==> config.mk <==
export PLATFORM = sky130hd
export DESIGN_NAME = rambus_apb_master
export DESIGN_NICKNAME = d
export VERILOG_FILES = /design/src/rtl/rambus_apb_master.sv
export SDC_FILE = /design/constraint.sdc
export NUM_CORES = 1
export LEC_CHECK = 0
export ABC_AREA = 1
export CORE_ASPECT_RATIO = 1.2
export CORE_MARGIN = 2
export CORE_UTILIZATION = 45
export CTS_BUF_LIST = sky130_fd_sc_hd__clkbuf_4 sky130_fd_sc_hd__clkbuf_8 sky130_fd_sc_hd__clkbuf_16
export DETAILED_ROUTE_END_ITERATION = 7
export PLACE_DENSITY_LB_ADDON = 0.3
export SYNTH_ARGS = -nofsm -noshare
export SYNTH_HDL_FRONTEND = slang
export SYNTH_SLANG_ARGS = --single-unit
==> constraint.sdc <==
create_clock -name clk -period 3 [get_ports clk]
set_input_delay 0.45 -clock clk [delete_from_list [all_inputs] [get_ports clk]]
set_output_delay 0.45 -clock clk [all_outputs]
set_load 0.1 [all_outputs]
==> src/rtl/rambus_apb_master.sv <==
// Fabric-side APB3 initiator: turns one command handshake into one APB transfer,
// honouring PREADY wait states and aborting hung transfers after a wait-state budget.
module rambus_apb_master #(
    parameter int ADDR_WIDTH     = 14,
    parameter int DATA_WIDTH     = 32,
    parameter int TIMEOUT_CYCLES = 255
) (
    input  logic                  clk,
    input  logic                  rst,
    input  logic                  CmdValid,
    output logic                  CmdReady,
    input  logic                  CmdWrnRd,
    input  logic [ADDR_WIDTH-1:0] CmdAddress,
    input  logic [DATA_WIDTH-1:0] CmdDataIn,
    output logic                  RspValid,
    output logic [DATA_WIDTH-1:0] RspDataOut,
    output logic                  RspError,
    output logic                  RspTimeout,
    output logic                  PSEL,
    output logic                  PENABLE,
    output logic                  PWRITE,
    output logic [ADDR_WIDTH-1:0] PADDR,
    output logic [DATA_WIDTH-1:0] PWDATA,
    input  logic [DATA_WIDTH-1:0] PRDATA,
    input  logic                  PREADY,
    input  logic                  PSLVERR
);

    localparam int CNT_W = (TIMEOUT_CYCLES > 0) ? $clog2(TIMEOUT_CYCLES + 1) : 1;
    localparam logic [CNT_W-1:0] CNT_MAX   = {CNT_W{1'b1}};
    localparam logic [CNT_W-1:0] CNT_LIMIT = CNT_W'(TIMEOUT_CYCLES);
    localparam bit TIMEOUT_ON = (TIMEOUT_CYCLES != 0);

    typedef enum logic [1:0] {
        IDLE   = 2'd0,
        SETUP  = 2'd1,
        ACCESS = 2'd2,
        RESP   = 2'd3
    } state_t;

    state_t                  state_reg,      state_next;
    logic [CNT_W-1:0]        waitCnt_reg,    waitCnt_next;
    logic                    cmdReady_reg,   cmdReady_next;
    logic                    psel_reg,       psel_next;
    logic                    penable_reg,    penable_next;
    logic                    pwrite_reg,     pwrite_next;
    logic [ADDR_WIDTH-1:0]   paddr_reg,      paddr_next;
    logic [DATA_WIDTH-1:0]   pwdata_reg,     pwdata_next;
    logic                    rspValid_reg,   rspValid_next;
    logic [DATA_WIDTH-1:0]   rspData_reg,    rspData_next;
    logic                    rspError_reg,   rspError_next;
    logic                    rspTimeout_reg, rspTimeout_next;
    logic [DATA_WIDTH-1:0]   rdCapture;

    // Writes report zero data, so read data is masked by the latched direction.
    genvar gi;
    generate
        for (gi = 0; gi < DATA_WIDTH; gi++) begin : gen_rd_mask
            assign rdCapture[gi] = PRDATA[gi] & ~pwrite_reg;
        end
    endgenerate

    always_ff @(posedge clk) begin
        if (rst) begin
            state_reg      <= IDLE;
            waitCnt_reg    <= '0;
            cmdReady_reg   <= 1'b0;
            psel_reg       <= 1'b0;
            penable_reg    <= 1'b0;
            pwrite_reg     <= 1'b0;
            paddr_reg      <= '0;
            pwdata_reg     <= '0;
            rspValid_reg   <= 1'b0;
            rspData_reg    <= '0;
            rspError_reg   <= 1'b0;
            rspTimeout_reg <= 1'b0;
        end else begin
            state_reg      <= state_next;
            waitCnt_reg    <= waitCnt_next;
            cmdReady_reg   <= cmdReady_next;
            psel_reg       <= psel_next;
            penable_reg    <= penable_next;
            pwrite_reg     <= pwrite_next;
            paddr_reg      <= paddr_next;
            pwdata_reg     <= pwdata_next;
            rspValid_reg   <= rspValid_next;
            rspData_reg    <= rspData_next;
            rspError_reg   <= rspError_next;
            rspTimeout_reg <= rspTimeout_next;
        end
    end

    always_comb begin
        state_next      = state_reg;
        waitCnt_next    = waitCnt_reg;
        cmdReady_next   = cmdReady_reg;
        psel_next       = psel_reg;
        penable_next    = penable_reg;
        pwrite_next     = pwrite_reg;
        paddr_next      = paddr_reg;
        pwdata_next     = pwdata_reg;
        rspValid_next   = 1'b0;
        rspData_next    = rspData_reg;
        rspError_next   = rspError_reg;
        rspTimeout_next = rspTimeout_reg;

        case (state_reg)
            IDLE: begin
                cmdReady_next = 1'b1;
                psel_next     = 1'b0;
                penable_next  = 1'b0;
                // CmdReady is registered, so the first edge after reset only raises it.
                if (cmdReady_reg && CmdValid) begin
                    pwrite_next   = CmdWrnRd;
                    paddr_next    = CmdAddress;
                    pwdata_next   = CmdDataIn;
                    waitCnt_next  = '0;
                    cmdReady_next = 1'b0;
                    psel_next     = 1'b1;
                    state_next    = SETUP;
                end
            end
            SETUP: begin
                psel_next    = 1'b1;
                penable_next = 1'b1;
                state_next   = ACCESS;
            end
            ACCESS: begin
                if (PREADY) begin
                    rspData_next    = rdCapture;
                    rspError_next   = PSLVERR;
                    rspTimeout_next = 1'b0;
                    rspValid_next   = 1'b1;
                    psel_next       = 1'b0;
                    penable_next    = 1'b0;
                    state_next      = RESP;
                end else if (TIMEOUT_ON && (waitCnt_reg == CNT_LIMIT)) begin
                    rspData_next    = '0;
                    rspError_next   = 1'b1;
                    rspTimeout_next = 1'b1;
                    rspValid_next   = 1'b1;
                    psel_next       = 1'b0;
                    penable_next    = 1'b0;
                    state_next      = RESP;
                end else if (waitCnt_reg != CNT_MAX) begin
                    waitCnt_next = waitCnt_reg + 1'b1;
                end
            end
            RESP: begin
                cmdReady_next = 1'b1;
                state_next    = IDLE;
            end
            default: begin
                state_next = IDLE;
            end
        endcase
    end

    assign CmdReady   = cmdReady_reg;
    assign PSEL       = psel_reg;
    assign PENABLE    = penable_reg;
    assign PWRITE     = pwrite_reg;
    assign PADDR      = paddr_reg;
    assign PWDATA     = pwdata_reg;
    assign RspValid   = rspValid_reg;
    assign RspDataOut = rspData_reg;
    assign RspError   = rspError_reg;
    assign RspTimeout = rspTimeout_reg;

endmodule

==> results.txt <==
Worst hold endpoint: RspTimeout$_SDFFE_PP0P_
I/O Buffers: 168
Initial Util: 46.5%
Netlist cell types: 26
Syn avg cell area: 7.74 um^2
Num CTS Buffers: 9
Main flop type after synthesis: dfxtp_1
Hold Fails Final Rpt: 0
CP endpoint kind: flip-flop
Synth async-reset ratio: 0%
TNS Setup: 0 ns
Placed cells: 723
GRT Overall Usage: 21.6%
Pin count of the biggest net entering global routing: 77
CP max stage cell: ha_1
Via density: 5.11
Post-Syn Area: 3770 um^2
# fillers: 707
PD cells: 840 nW/um^2
Root buffer cell: clkbuf_8
Final net count: 728
Multi-input gate area: 1590 um^2
DRT Pass-1 Iters: 4
First-pass GRT wire length: 16,200 um
# rows: 36
Top-count cell post-synth: nand2_1
Sw frac: 49.2%
Synth warn: 0
Sequential share of the synthesized area: 50.5%
Total power: 0.00453 W
Critical path class: reg2reg
Reg2reg path depth: 8
Sw power: 0.00223 W
DRT Wirelength: 10,100 um
Clock transition at path regs: 0.09 ns
Initial DRC Count: 208
# DRC: 0
Hold Startpoint: RspTimeout$_SDFFE_PP0P_
R2R Setup Slk: 1.03 ns
R2R Path End: waitCnt_reg[7]$_SDFFE_PP0P_
Overflow after GRT: 0
Reg area: 1900 um^2
Critical path startpoint category: flip-flop
Die ar.: 9120 um^2
Yosys top cell by area: dfxtp_1
Vias: 3,773
Syn Inst Count: 487
Final Setup Violations: 0
DP Wirelength: 7020 um
Post-CTS setup buffers: 0
Peak VDD IR: 0.000463 V
Post_cts resized: 0
N_diodes: 0
Core Area: 8110 um^2
Worst relative slew slack: 46.2%
Hold-fix buffers, CTS: 0
Die width: 87.5 um
Post-DRT Antenna Nets: 0
Min-delay worst type: reg2reg
CP cell instances: inv_1, ha_1, nor2_1, a21oi_4, nand3_4, nand2_1, nand2_1, nor2_1
Die H: 104 um
Tcrit/Tclk final: 65.5%
Worst-margin pin slew: 0.807 ns
Number of I/O pins: 169
Flop pwr share: 33.9%
FMAX: 509 MHz
Htree depth: 3
WL per Instance: 13.7 um
Hold Slack: 0.460 ns
Mapped Nets: 576
Hold Crit Depth: 2
Pins Over Slew Limit: 0
Fraction of final layout cells sized beyond drive strength 1: 18.6%
Yosys top cell area share: 50.5%
R2R Path Start: state_reg[0]$_SDFFE_PP0P_
Internal Power: 0.00230 W
CP Data Arrival Time: 2.24 ns
# clock sinks: 95
Syn-to-layout area delta: 43.1%
Final setup skew: 0.0106 ns
Commonest cells post-synth: nand2_1 (146), dfxtp_1 (95), a21oi_1 (83)
Ranking of synthesized cells by area: dfxtp_1 (50%), nand2_1 (15%), a21oi_1 (11%), nand3_1 (8.1%), inv_1 (2.3%)
EDFF count, synth: 0
CTS Buffer Depth: 2
Unrepaired setup endpoints after global routing: no
Max Cap Violations: 0
Max FO, Critical Path: 14
Status: finished clean
Post-synthesis register bit count: 95
Vias in the first global route: 3,557
Clk Latency, worst-skew pair: 0.35 ns
Final Non-Filler Cells: 739
Comb pwr share: 49.2%
CTS tree: built
RePlAce Congestion: 0.828
Clock network power share: 16.9%
Initial antenna violation count: 0
Lkg Pwr: 2.19 nW
Minimum clock period: 1.97 ns
Max stage delay on crit path: 0.53 ns
Critical path required time: 3.27 ns
cells by family (layout without fill, tap and decap cells):
family,Yosys count,in the layout,share of synthesized area (%)
AND/OR/NAND/NOR,233,233,27.1
AO/OA/AOI/OAI,97,97,13.4
flip-flops,95,95,50.5
buffers and inverters,57,214,7.31
adder cells (fa/ha/maj),5,5,1.66
power groups by stage:
stage                     Combinational [W]  Sequential [W]  Clock (W)
after floorplan                    0.000789         0.00253          0
after global placement              0.00219         0.00156          0
after detailed placement            0.00224         0.00157          0
after CTS                           0.00224         0.00154   0.000793
after global routing                0.00238         0.00156   0.000842
final                               0.00223         0.00154   0.000764
worst max-delay path by stage:
stage                                   start                           to  slack (ns)  cells past startpoint
floorplan               CmdReady$_SDFFE_PP0P_          PWRITE$_SDFFE_PP0P_        0.98                      7
global placement                     CmdValid            PSEL$_SDFFE_PP0P_        0.98                      8
detailed placement                   CmdValid            PSEL$_SDFFE_PP0P_        0.86                      8
CTS                 state_reg[0]$_SDFFE_PP0P_  waitCnt_reg[7]$_SDFFE_PP0P_        1.03                      8
global route        state_reg[0]$_SDFFE_PP0P_  waitCnt_reg[6]$_SDFFE_PP0P_        0.81                      8
finish              state_reg[0]$_SDFFE_PP0P_  waitCnt_reg[7]$_SDFFE_PP0P_        1.03                      8
cell type report:
cell class / count / area share [%]
clock buffers: 10 / 2.55
inverters: 25 / 1.74
clock inverters: 6 / 0.858
multi-input cells: 335 / 29.5
well taps: 95 / 2.20
repair buffers: 173 / 27.8
flip-flops and latches: 95 / 35.3
critical path: cells and delay by family (launching register included):
kind                       cells  cell delay (ns)
AOI/OAI and AO/OA              1             0.30
adders and majority gates      1             0.53
buffers and inverters          1             0.10
DFF                            1             0.34
and+or+nand+nor                5             0.62
per-layer routing:
metal | vias up | share of wire, % | track usage [%]
met5 | - | 0 | 0
met4 | 0 | 1.9 | 7.36
met3 | 15 | 8.3 | 5.95
met2 | 151 | 49 | 36.6
met1 | 1714 | 41 | 25.9
li1 | 1893 | - | -
layout by cell type (no fill, tap or decap):
cell type,instances
nand2_4,1
clkdlybuf4s50_1,82
nand3_1,61
buf_4,90
nand2_1,146
o221a_2,1
clkinv_1,1
clkinv_4,3
nor3_4,1
nand4_1,4
clkbuf_8,10
nand3_4,1
nor2_1,13
nand3_2,2
o21ai_1,7
ha_2,1
buf_2,1
o211ai_1,1
clkinvlp_4,2
ha_1,4
inv_2,1
inv_1,23
clkinv_2,1
nor2_2,1
a21oi_4,1
o21ai_0,4
a21oi_1,83
nor2_4,1
nand2_2,2
dfxtp_1,95
through the flow:
step	utilization (%)	instance area [um^2]	setup slack, ns
2_1_floorplan	-	3770	0.982
3_3_place_gp	64.2	5210	0.980
3_5_place_dp	64.2	5210	0.860
4_1_cts	66.5	5390	1.03
5_1_grt	66.5	5390	0.814
6_report	66.5	5390	1.03
(Power assumes the default switching activity.)
